--- src/rtl/apb4_pkg.sv ---
// Shared types and constants for the APB4 master and its watchdog.
package apb4_pkg;

  localparam int PKG_DATA_WIDTH = 32;
  localparam int STRB_WIDTH     = PKG_DATA_WIDTH / 8;

  typedef enum logic [1:0] {
    IDLE   = 2'd0,
    SETUP  = 2'd1,
    ACCESS = 2'd2,
    RESP   = 2'd3
  } apb_state_e;

endpackage

--- src/rtl/apb4_master_wdt.sv ---
// ACCESS-phase watchdog: counts wait cycles since the last clear and flags
// the wait cycle whose increment reaches the limit. A limit of 0 never fires.
module apb4_master_wdt #(
  parameter int TIMEOUT_CYCLES = 16
) (
  input  logic clk_sys,
  input  logic rst_n,
  input  logic clear,
  input  logic enable,
  output logic expired
);

  localparam int CNT_W = (TIMEOUT_CYCLES < 2) ? 1 : $clog2(TIMEOUT_CYCLES + 1);
  localparam int LAST  = (TIMEOUT_CYCLES > 0) ? TIMEOUT_CYCLES - 1 : 0;
  localparam bit ARMED = (TIMEOUT_CYCLES > 0);
  localparam logic [CNT_W-1:0] LAST_CNT  = CNT_W'(LAST);
  localparam logic [CNT_W-1:0] LIMIT_CNT = CNT_W'(TIMEOUT_CYCLES);

  logic [CNT_W-1:0] count_q;

  always_ff @(posedge clk_sys or negedge rst_n) begin
    if (!rst_n) begin
      count_q <= '0;
    end else if (clear) begin
      count_q <= '0;
    end else if (ARMED && enable && (count_q < LIMIT_CNT)) begin
      count_q <= count_q + CNT_W'(1);
    end
  end

  assign expired = ARMED && enable && (count_q == LAST_CNT);

endmodule

--- src/rtl/apb4_master.sv ---
// APB4 master: takes one command at a time, runs SETUP/ACCESS on the bus and
// holds the slave response until consumed; a watchdog bounds ACCESS stretching.
//   state  | meaning
//   IDLE   | cmd_ready high, waiting for a command
//   SETUP  | PSEL high, PENABLE low, one cycle
//   ACCESS | PSEL and PENABLE high until PREADY or watchdog expiry
//   RESP   | rsp_valid high until rsp_ready
module apb4_master
  import apb4_pkg::*;
#(
  parameter int ADDR_WIDTH     = 32,
  parameter int DATA_WIDTH     = PKG_DATA_WIDTH,
  parameter int TIMEOUT_CYCLES = 16
) (
  input  logic                    PCLK,
  input  logic                    PRESETn,
  input  logic                    cmd_valid,
  output logic                    cmd_ready,
  input  logic                    cmd_write,
  input  logic [ADDR_WIDTH-1:0]   cmd_addr,
  input  logic [DATA_WIDTH-1:0]   cmd_wdata,
  input  logic [DATA_WIDTH/8-1:0] cmd_strb,
  input  logic [2:0]              cmd_prot,
  output logic                    rsp_valid,
  input  logic                    rsp_ready,
  output logic [DATA_WIDTH-1:0]   rsp_rdata,
  output logic                    rsp_slverr,
  output logic                    rsp_timeout,
  output logic                    PSEL,
  output logic                    PENABLE,
  output logic                    PWRITE,
  output logic [ADDR_WIDTH-1:0]   PADDR,
  output logic [DATA_WIDTH-1:0]   PWDATA,
  output logic [DATA_WIDTH/8-1:0] PSTRB,
  output logic [2:0]              PPROT,
  input  logic [DATA_WIDTH-1:0]   PRDATA,
  input  logic                    PREADY,
  input  logic                    PSLVERR
);

  apb_state_e state_q, state_d;

  logic                    cmd_ready_d, psel_d, penable_d, pwrite_d;
  logic [ADDR_WIDTH-1:0]   paddr_d;
  logic [DATA_WIDTH-1:0]   pwdata_d, rsp_rdata_d;
  logic [DATA_WIDTH/8-1:0] pstrb_d;
  logic [2:0]              pprot_d;
  logic                    rsp_valid_d, rsp_slverr_d, rsp_timeout_d;
  logic                    accept, wdt_enable, wdt_expired;

  assign accept     = (state_q == IDLE) && cmd_valid && cmd_ready;
  assign wdt_enable = (state_q == ACCESS) && !PREADY;

  apb4_master_wdt #(
    .TIMEOUT_CYCLES(TIMEOUT_CYCLES)
  ) u_wdt (
    .clk_sys (PCLK),
    .rst_n   (PRESETn),
    .clear   (accept),
    .enable  (wdt_enable),
    .expired (wdt_expired)
  );

  always_comb begin
    state_d       = state_q;
    psel_d        = PSEL;
    penable_d     = PENABLE;
    pwrite_d      = PWRITE;
    paddr_d       = PADDR;
    pwdata_d      = PWDATA;
    pstrb_d       = PSTRB;
    pprot_d       = PPROT;
    rsp_valid_d   = rsp_valid;
    rsp_rdata_d   = rsp_rdata;
    rsp_slverr_d  = rsp_slverr;
    rsp_timeout_d = rsp_timeout;

    case (state_q)
      IDLE: begin
        if (accept) begin
          state_d   = SETUP;
          psel_d    = 1'b1;
          penable_d = 1'b0;
          pwrite_d  = cmd_write;
          paddr_d   = cmd_addr;
          pprot_d   = cmd_prot;
          // Reads never expose write data or strobes on the bus.
          pwdata_d  = cmd_write ? cmd_wdata : '0;
          pstrb_d   = cmd_write ? cmd_strb : '0;
        end
      end
      SETUP: begin
        state_d   = ACCESS;
        penable_d = 1'b1;
      end
      ACCESS: begin
        if (PREADY) begin
          state_d       = RESP;
          psel_d        = 1'b0;
          penable_d     = 1'b0;
          rsp_valid_d   = 1'b1;
          rsp_rdata_d   = PWRITE ? '0 : PRDATA;
          rsp_slverr_d  = PSLVERR;
          rsp_timeout_d = 1'b0;
        end else if (wdt_expired) begin
          state_d       = RESP;
          psel_d        = 1'b0;
          penable_d     = 1'b0;
          rsp_valid_d   = 1'b1;
          rsp_rdata_d   = '0;
          rsp_slverr_d  = 1'b1;
          rsp_timeout_d = 1'b1;
        end
      end
      RESP: begin
        if (rsp_ready) begin
          state_d     = IDLE;
          rsp_valid_d = 1'b0;
        end
      end
      default: state_d = IDLE;
    endcase

    // Registered so cmd_ready stays low through reset and rises one edge later.
    cmd_ready_d = (state_d == IDLE);
  end

  always_ff @(posedge PCLK or negedge PRESETn) begin
    if (!PRESETn) begin
      state_q     <= IDLE;
      cmd_ready   <= 1'b0;
      PSEL        <= 1'b0;
      PENABLE     <= 1'b0;
      PWRITE      <= 1'b0;
      PADDR       <= '0;
      PWDATA      <= '0;
      PSTRB       <= '0;
      PPROT       <= '0;
      rsp_valid   <= 1'b0;
      rsp_rdata   <= '0;
      rsp_slverr  <= 1'b0;
      rsp_timeout <= 1'b0;
    end else begin
      state_q     <= state_d;
      cmd_ready   <= cmd_ready_d;
      PSEL        <= psel_d;
      PENABLE     <= penable_d;
      PWRITE      <= pwrite_d;
      PADDR       <= paddr_d;
      PWDATA      <= pwdata_d;
      PSTRB       <= pstrb_d;
      PPROT       <= pprot_d;
      rsp_valid   <= rsp_valid_d;
      rsp_rdata   <= rsp_rdata_d;
      rsp_slverr  <= rsp_slverr_d;
      rsp_timeout <= rsp_timeout_d;
    end
  end

endmodule

--- config.mk ---
export PLATFORM = sky130hd
export DESIGN_NAME = apb4_master
export DESIGN_NICKNAME = d
export VERILOG_FILES = /design/src/rtl/apb4_pkg.sv /design/src/rtl/apb4_master_wdt.sv /design/src/rtl/apb4_master.sv
export SDC_FILE = /design/constraint.sdc
export NUM_CORES = 1
export LEC_CHECK = 0
export ABC_CLOCK_PERIOD_IN_PS = 1900
export BUFFER_PORTS_ARGS = -buffer_cell sky130_fd_sc_hd__buf_2
export CORE_ASPECT_RATIO = 0.7
export CORE_UTILIZATION = 43
export DETAILED_ROUTE_END_ITERATION = 16
export HOLD_SLACK_MARGIN = 0.06
export PLACE_DENSITY = 0.82
export SYNTH_ARGS = -nofsm -noshare
export SYNTH_HDL_FRONTEND = slang
export SYNTH_HIERARCHICAL = 1
export SYNTH_SLANG_ARGS = --single-unit
--- constraint.sdc ---
create_clock -name PCLK -period 1.9 [get_ports PCLK]
set_input_delay 0.095 -clock PCLK [delete_from_list [all_inputs] [get_ports PCLK]]
set_output_delay 0.095 -clock PCLK [all_outputs]
set_load 0.005 [all_outputs]
* After elaboration in Yosys (flattened, before gate mapping)
Index checks and enable logic that the tools add are counted.
Operators by class: add/sub/neg operators 1, $lt $le $gt $ge 1, eq/ne operators 7, muxes and demuxes 24, reduce and logical (&&, ||, !) cells 18
Operators by type and width (count):
- two-way mux 32 bit | 4
- two-way mux 5 bit | 2
- two-way mux 1 bit | 9
- AND reduction 3 bit | 3
- two-way mux 2 bit | 4
- one-hot mux 2 bit (4 select lines) | 1
- nonzero test 2 bit | 4
- adder 5 x 1 -> 5 bit, second input constant | 1
- equality test 5 x 4 -> 1 bit, second input constant | 1
- logical AND 1 bit | 5
- < comparator 5 bit, second input constant | 1
- equality test 2 bit, second input constant | 2
- logical NOT 2 bit | 2
- two-way mux 4 bit | 1
- inequality test 2 bit, second input constant | 2
- one-hot mux 1 bit (2 select lines) | 2
- AND reduction 2 bit | 2
- inequality test 3 x 2 -> 1 bit, second input constant | 1
- one-hot mux 1 bit (3 select lines) | 1
- nonzero test 3 bit | 1
- equality test 2 x 1 -> 1 bit, second input constant | 1
- logical NOT 1 bit | 1
Word-level totals: register bits 117, input port bits 110, output and inout port bits 110

* Logic depth before layout (Yosys ltp)
Gate-level depths: netlist (run 1).
depth after elaboration 7, gate-level depth with buffers 8, depth with buffers taken out 6

* By module
Netlist (run 1), hierarchy kept.
Modules (own cells, without submodules):
- apb4_master | instances 1, cells an instance 399, area an instance 4668.2 µm², seq. area each 2802.7 µm²
- apb4_master_wdt | instances 1, cells an instance 24, area an instance 261.5 µm², seq. area each 125.1 µm²

* Worst setup path before layout (run 1)
No wires, ideal clock.
kind register to register, start point register state_q[0], end point register rsp_rdata[0], arrival time 1740 ps, setup slack 81 ps, stages on the path, launching flop included 8, path through dfrtp_1 and2b_4 nor2b_1 and2_2 o21a_4 buf_6 buf_6 mux2i_1
Between the ends: longest elaborated chain between the ends 5
RTL lines:
- from (decl) | RTL line apb4_master.sv:41 | apb_state_e state_q, state_d;
- from (signal assigned) | RTL line apb4_master.sv:144 | state_q <= state_d;
- equality test 2 bit | RTL line apb4_master.sv:52 | assign wdt_enable = (state_q == ACCESS) && !PREADY;
- logical AND 1 bit | RTL line apb4_master.sv:52
- via wdt_enable | RTL line apb4_master.sv:49 | logic accept, wdt_enable, wdt_expired;
- logical AND 1 bit | RTL line apb4_master_wdt.sv:31 | assign expired = ARMED && enable && (count_q == LAST_CNT);
- via wdt_expired | RTL line apb4_master.sv:49
- nonzero test 2 bit (no line)
- AND reduction 2 bit (no line)
- to (signal assigned) | RTL line apb4_master.sv:154 | rsp_rdata <= rsp_rdata_d;
- to (decl) | RTL line apb4_master.sv:26 | output logic [DATA_WIDTH-1:0] rsp_rdata,
The timed path passes the listed nets, and every way through them passes these cells. A chain may end at the register's enable or synchronous reset.

* Worst setup path in the final report (run 1)
start point register state_q[0], end point register rsp_rdata[11]
Same word-level chain as after synthesis.

==> flow_summary.ini, run 1 <==
[status]
status = finished clean

[worst_setup_path]
crit_required_ps = 2210
start_kind = flop
end_kind = flop
critPathKind = reg2reg
crit_fanout = 18
cp.arrival_ps = 2140

[synthesis]
yosysWarnings = 6
synthArstFlopShare_pct = 100
synth_top_cell_area_share_pct = 59.4
synth_seq_cells = 117
synth_cell_types = 32
syn-cell-area_um2 = 4930
post_synth.cell_area_avg_um2 = 11.7
ys.flop_type = dfrtp_1
yosys-top-cells-count = dfrtp_1, nand2_1, o21ai_0
synth_edf_count = 0
seq_area_frac_synth_pct = 59.4
yosysMostFrequentCell = dfrtp_1
ys_top_cells_by_area = dfrtp_1, mux2_4, nand2_1, mux2i_1, o21ai_0
synthesis.nets = 535
yosysTopAreaCell = dfrtp_1
netlist_instances = 423

[placement]
place_area_um2 = 6160
place_hpwl_um = 8290
gp_congestion = 0.762
io_buffer_count = 219

[routing]
drt_iter0_markers = 113
wl_per_cell_um = 16.1
post-route-drc-count = 0
num_vias = 4339
ant_nets = 0
routed_wl_um = 14800
drt-pass1-iter-count = 4
vias_per_cell = 4.72

[clocking]
cts_sinks = 117
clkSlewWorstSetupHoldPaths_ps = 50
h-tree-depth = 4
ctsLongestPathBuffers = 2
cts_buffers = 17
cts-root-buf = clkbuf_16
tritoncts = yes
clk_latency_ps = 400

[sta]
rsz0062_at_grt = no
tightestPinTransition_ps = 674
period_share_pct = 96.6
fin_worst_skew_ps = 6.79
min_period_ps = 1840
setup_viol = 0
hold_viol = 0
max_freq_ghz = 0.545
max_slew_margin_pct = 55.1
final_max_slew_viol_count = 0

[floorplanning]
placeableCoreArea_um2 = 11100
row_count = 32
die_h_um = 91.6
start_util_pct = 44.4
io_pins = 220
dieArea_um2 = 11900
die_w_um = 130

[global_routing]
grt.total_usage_pct = 25.8
grt_pass1_wl_um = 23000
grt_max_degree = 118
grt_pass1_vias = 4665
grt-ovfl-total = 0
antenna_found_initial = 0

[layout]
multiInputGateArea_um2 = 1750
n_fill_cell = 744
design_area_um2 = 7850
synthToLayoutAreaGrowth_pct = 59.2
seqCellArea_um2 = 2930
fin_util_pct = 70.8
diodes = 0
layout-drive-gt1-share_pct = 39.7
nets = 868

[pwr]
p_leak_nw = 4.18
pwr_density_cell_nw_per_um2 = 1440
finalPower_mw = 11.3
vdd_drop_max_mv = 0.860

[run]
maxCapViolCount = 0

[hold_path]
hold_path.class = in2reg
[final timing paths]
path,startpoint,endpoint,slack (ps),cells past startpoint
max,state_q[0],rsp_rdata[11],60,5
min,cmd_write,PWDATA[18],250,3
max reg2reg,state_q[0],rsp_rdata[11],60,5
min reg2reg,PWDATA[13],PWDATA[13],470,2
max in group asynchronous,PRESETn,PWDATA[24],1070,3
min in group asynchronous,PRESETn,rsp_rdata[17],270,3
[logic make-up after synthesis]
family / Yosys count / share of synthesized area [%]
flops: 117 / 59.4
xor+xnor: 2 / 0.355
compound gates: 48 / 5.33
buf+inv: 59 / 5.99
simple gates: 126 / 10.8
fa+ha+maj: 2 / 0.508
mux: 69 / 17.7
[flip-flops by register name, indices dropped and copies added, names as in the netlist]
name	cells
PADDR	32
PWDATA	32
rsp_rdata	32
u_wdt/count_q	5
PSTRB	4
PPROT	3
state_q	2
PENABLE	1
PSEL	1
PWRITE	1
cmd_ready	1
rsp_slverr	1
rsp_timeout	1
rsp_valid	1
[repair_timing]
action,CTS,global route
setup buffers,0,0
hold buffers,108,0
hold endpoints to repair,226,0
resized for setup,1,3
cloned,1,0
setup endpoints to repair,13,12
[cell type report]
| class | instances | area share [%] |
|---|---|---|
| well taps | 153 | 2.44 |
| clock buffers | 19 | 5.77 |
| inverters | 35 | 1.67 |
| flip-flops and latches | 117 | 37.3 |
| multi-input cells | 248 | 22.2 |
| clock inverters | 10 | 1.69 |
| repair buffers | 337 | 28.9 |
[power by group]
part | total, mW | internal (mW) | leakage, nW | switching (mW)
Sequential | 4.34 | 3.65 | 1.51 | 0.694
Combinational | 3.75 | 2.06 | 2.39 | 1.69
Clock | 3.20 | 2.10 | 0.282 | 1.11
[stage by stage]
| stage | cells | hold slack (ps) | setup TNS (ps) | setup slack, ps |
|---|---|---|---|---|
| 6_report | 919 | 249 | 0 | 64.0 |
| 3_5_place_dp | 781 | 238 | -221 | -33.0 |
| 3_3_place_gp | 781 | 222 | 0 | 19.3 |
| 5_1_grt | 919 | 276 | 0 | 0.821 |
| 2_1_floorplan | 423 | -201 | 0 | 81.0 |
| 4_1_cts | 919 | 236 | 0 | 39.7 |
[worst max-delay path, stage by stage, from the launching register on]
cell and delay [ps]:
dfrtp_1 370, and2b_4 310, nor2b_1 190, and2_4 210, o21a_4 360, mux2i_1 290
[layout by cell type, fill, tap and decap left out, types with 2 or more instances in the layout]
| cell | count |
|---|---|
| mux2i_1 | 32 |
| buf_4 | 10 |
| nand3b_1 | 2 |
| buf_2 | 218 |
| clkinvlp_4 | 3 |
| o21ai_0 | 37 |
| ha_1 | 2 |
| clkbuf_16 | 17 |
| nor2_1 | 3 |
| dfrtp_1 | 117 |
| nand2_1 | 109 |
| dlygate4sd3_1 | 108 |
| clkbuf_8 | 2 |
| bufinv_16 | 3 |
| clkinv_2 | 4 |
| mux2_4 | 36 |
| a21oi_1 | 4 |
| xor2_1 | 2 |
| nand3_1 | 2 |
| o21a_4 | 2 |
| inv_1 | 34 |
[metal layers]
layer  part of all wire [%]  track usage, %
met5                      0               0
met4                    2.2            9.98
met3                    6.3            6.95
met2                     52            47.3
met1                     40            27.9
(Power assumes the default switching activity.)
==> inputs of run 2 (changes only) <==
--- a/config.mk
+++ b/config.mk
@@ -10,6 +10,7 @@
 export CORE_ASPECT_RATIO = 0.7
 export CORE_UTILIZATION = 43
 export DETAILED_ROUTE_END_ITERATION = 16
+export GPL_TIMING_DRIVEN = 0
 export HOLD_SLACK_MARGIN = 0.06
 export PLACE_DENSITY = 0.82
 export SYNTH_ARGS = -nofsm -noshare
==> flow_summary.ini, run 2 (synthesis results as in run 1) <==
[sta]
min_period_ps = 1840
max_freq_ghz = 0.545
fin_worst_skew_ps = 11.0
fin_setup_tns_ps = 0
holdWs_ps = 128
tightestPinTransition_ps = 764
fin_ws_ps = 64.8
final_max_slew_viol_count = 0
period_share_pct = 96.6
setup_viol = 0
hold_viol = 0
max_slew_margin_pct = 49.1

[layout]
top_regs = PADDR: 32 flops, PWDATA: 32 flops, rsp_rdata: 32 flops
layout-drive-gt1-share_pct = 40.5
nets = 894
diodes = 0
n_fill_cell = 715
design_area_um2 = 8070
fin_util_pct = 72.8
synthToLayoutAreaGrowth_pct = 63.7
layoutNonFillerInstCount = 948
layout_common_cells = buf_2, dfrtp_1, dlygate4sd3_1
layout_commonest_cell = buf_2

[global_routing]
antenna_found_initial = 0
met2_usage_pct = 49.1
grt-ovfl-total = 0
busiest_layer = met2
grt_max_degree = 61
grt_pass1_vias = 4865
grtUsageMet1_pct = 30.9
grtUsageMet3_pct = 8.43
grt.total_usage_pct = 27.5
grt_pass1_wl_um = 24500

[worst_setup_path]
crit_fanout = 10
r2r_slack_ps = 60
ff2ff_path_depth = 7
cp.arrival_ps = 2120
crit_required_ps = 2180
start_kind = flop
r2r_end = rsp_rdata[6]
end_kind = flop
startpoint = u_wdt/count_q[1]
cp_slowest_cell = dfrtp_1
max_stage_delay_ps = 380
crit_chain = ha_2 -> and3_1 -> ha_1 -> and2_2 -> o21a_4 -> buf_12 -> mux2i_4
critPathKind = reg2reg
r2r_start = u_wdt/count_q[1]

[routing]
ant_nets = 0
vias_per_cell = 4.85
num_vias = 4600
drt_iter0_markers = 159
drt-pass1-iter-count = 4
routed_wl_um = 15800
post-route-drc-count = 0
wl_per_cell_um = 16.7

[clocking]
h-tree-depth = 4
tritoncts = yes
cts_sinks = 117
cts-root-buf = clkbuf_16
cts_buffers = 17
ctsLongestPathBuffers = 2
clkSlewWorstSetupHoldPaths_ps = 60
clk_latency_ps = 410

[placement]
gp_congestion = 0.774
io_buffer_count = 218
place_area_um2 = 6240
dp_slack_ps = -192
place_hpwl_um = 9160
dp_cells = 795

[pwr]
p_leak_nw = 4.27
vdd_drop_max_mv = 0.737
finalPower_mw = 11.5
pwr_density_cell_nw_per_um2 = 1420

[floorplanning]
die_w_um = 130
dieArea_um2 = 11900
start_util_pct = 44.4
placeableCoreArea_um2 = 11100
die_h_um = 91.6
row_count = 32
io_pins = 220

[hold_path]
hold_end = PWRITE
min_path_cells = 2
hold_path.class = in2reg
hp-start = cmd_write

[run]
maxCapViolCount = 0

[status]
status = finished clean
-- run 2: changes by cell type in the layout (fill, tap and decap cells not counted), moves of 4 or more --
| cell | delta |
|---|---|
| clkinv_2 | -4 |
| buf_6 | +5 |
| buf_2 | +7 |
| clkbuf_1 | +8 |
| inv_6 | +6 |
| dlygate4sd3_1 | +6 |
-- run 2: repair_timing --
action,in CTS,in global routing
buffers inserted,3,4
hold buffers,114,0
endpoints found under the hold margin,164,0
endpoints found under the setup margin,30,31
cloned,0,1
resized for setup,5,7
pin swaps,0,1
-- run 2: how the worst max path moves through the flow --
stage | endpoint | slack (ps)
finish | rsp_rdata[6] | 60
global route | rsp_rdata[6] | -5
CTS | rsp_rdata[16] | -2
detailed placement | rsp_rdata[18] | -190
global placement | PWDATA[2] | -570
floorplan | rsp_rdata[0] | 80
-- run 2: cell type report --
cell class,instances,area (um^2),share of cell area (%)
buffer,23,170,2.11
clock buffer,18,429,5.32
clock inverter,14,143,1.77
inverter,35,131,1.63
multi-input combinational,247,1740,21.5
sequential,117,2930,36.3
tap,153,191,2.37
timing repair buffer,341,2340,29.0
-- run 2: worst max-delay path: cells and delay by family, from the launching register on --
kind / cells / cell delay [ps]
AO/OA/AOI/OAI: 1 / 260
adder cells (fa/ha/maj): 2 / 360
buffers and inverters: 1 / 170
flip-flops: 1 / 380
multiplexers: 1 / 180
AND/OR/NAND/NOR: 2 / 360
-- run 2: metal layers --
metal	up-vias	wire length, um
met3	36	867
li1	2087	-
met1	2281	6380
met2	196	8270
met5	-	0
met4	0	302
-- run 2: power by group --
group / internal [mW] / switching, mW / leakage [nW]
sequential: 3.65 / 0.705 / 1.51
clock: 1.84 / 1.25 / 0.271
combinational: 2.21 / 1.81 / 2.50
total: 7.70 / 3.77 / 4.27
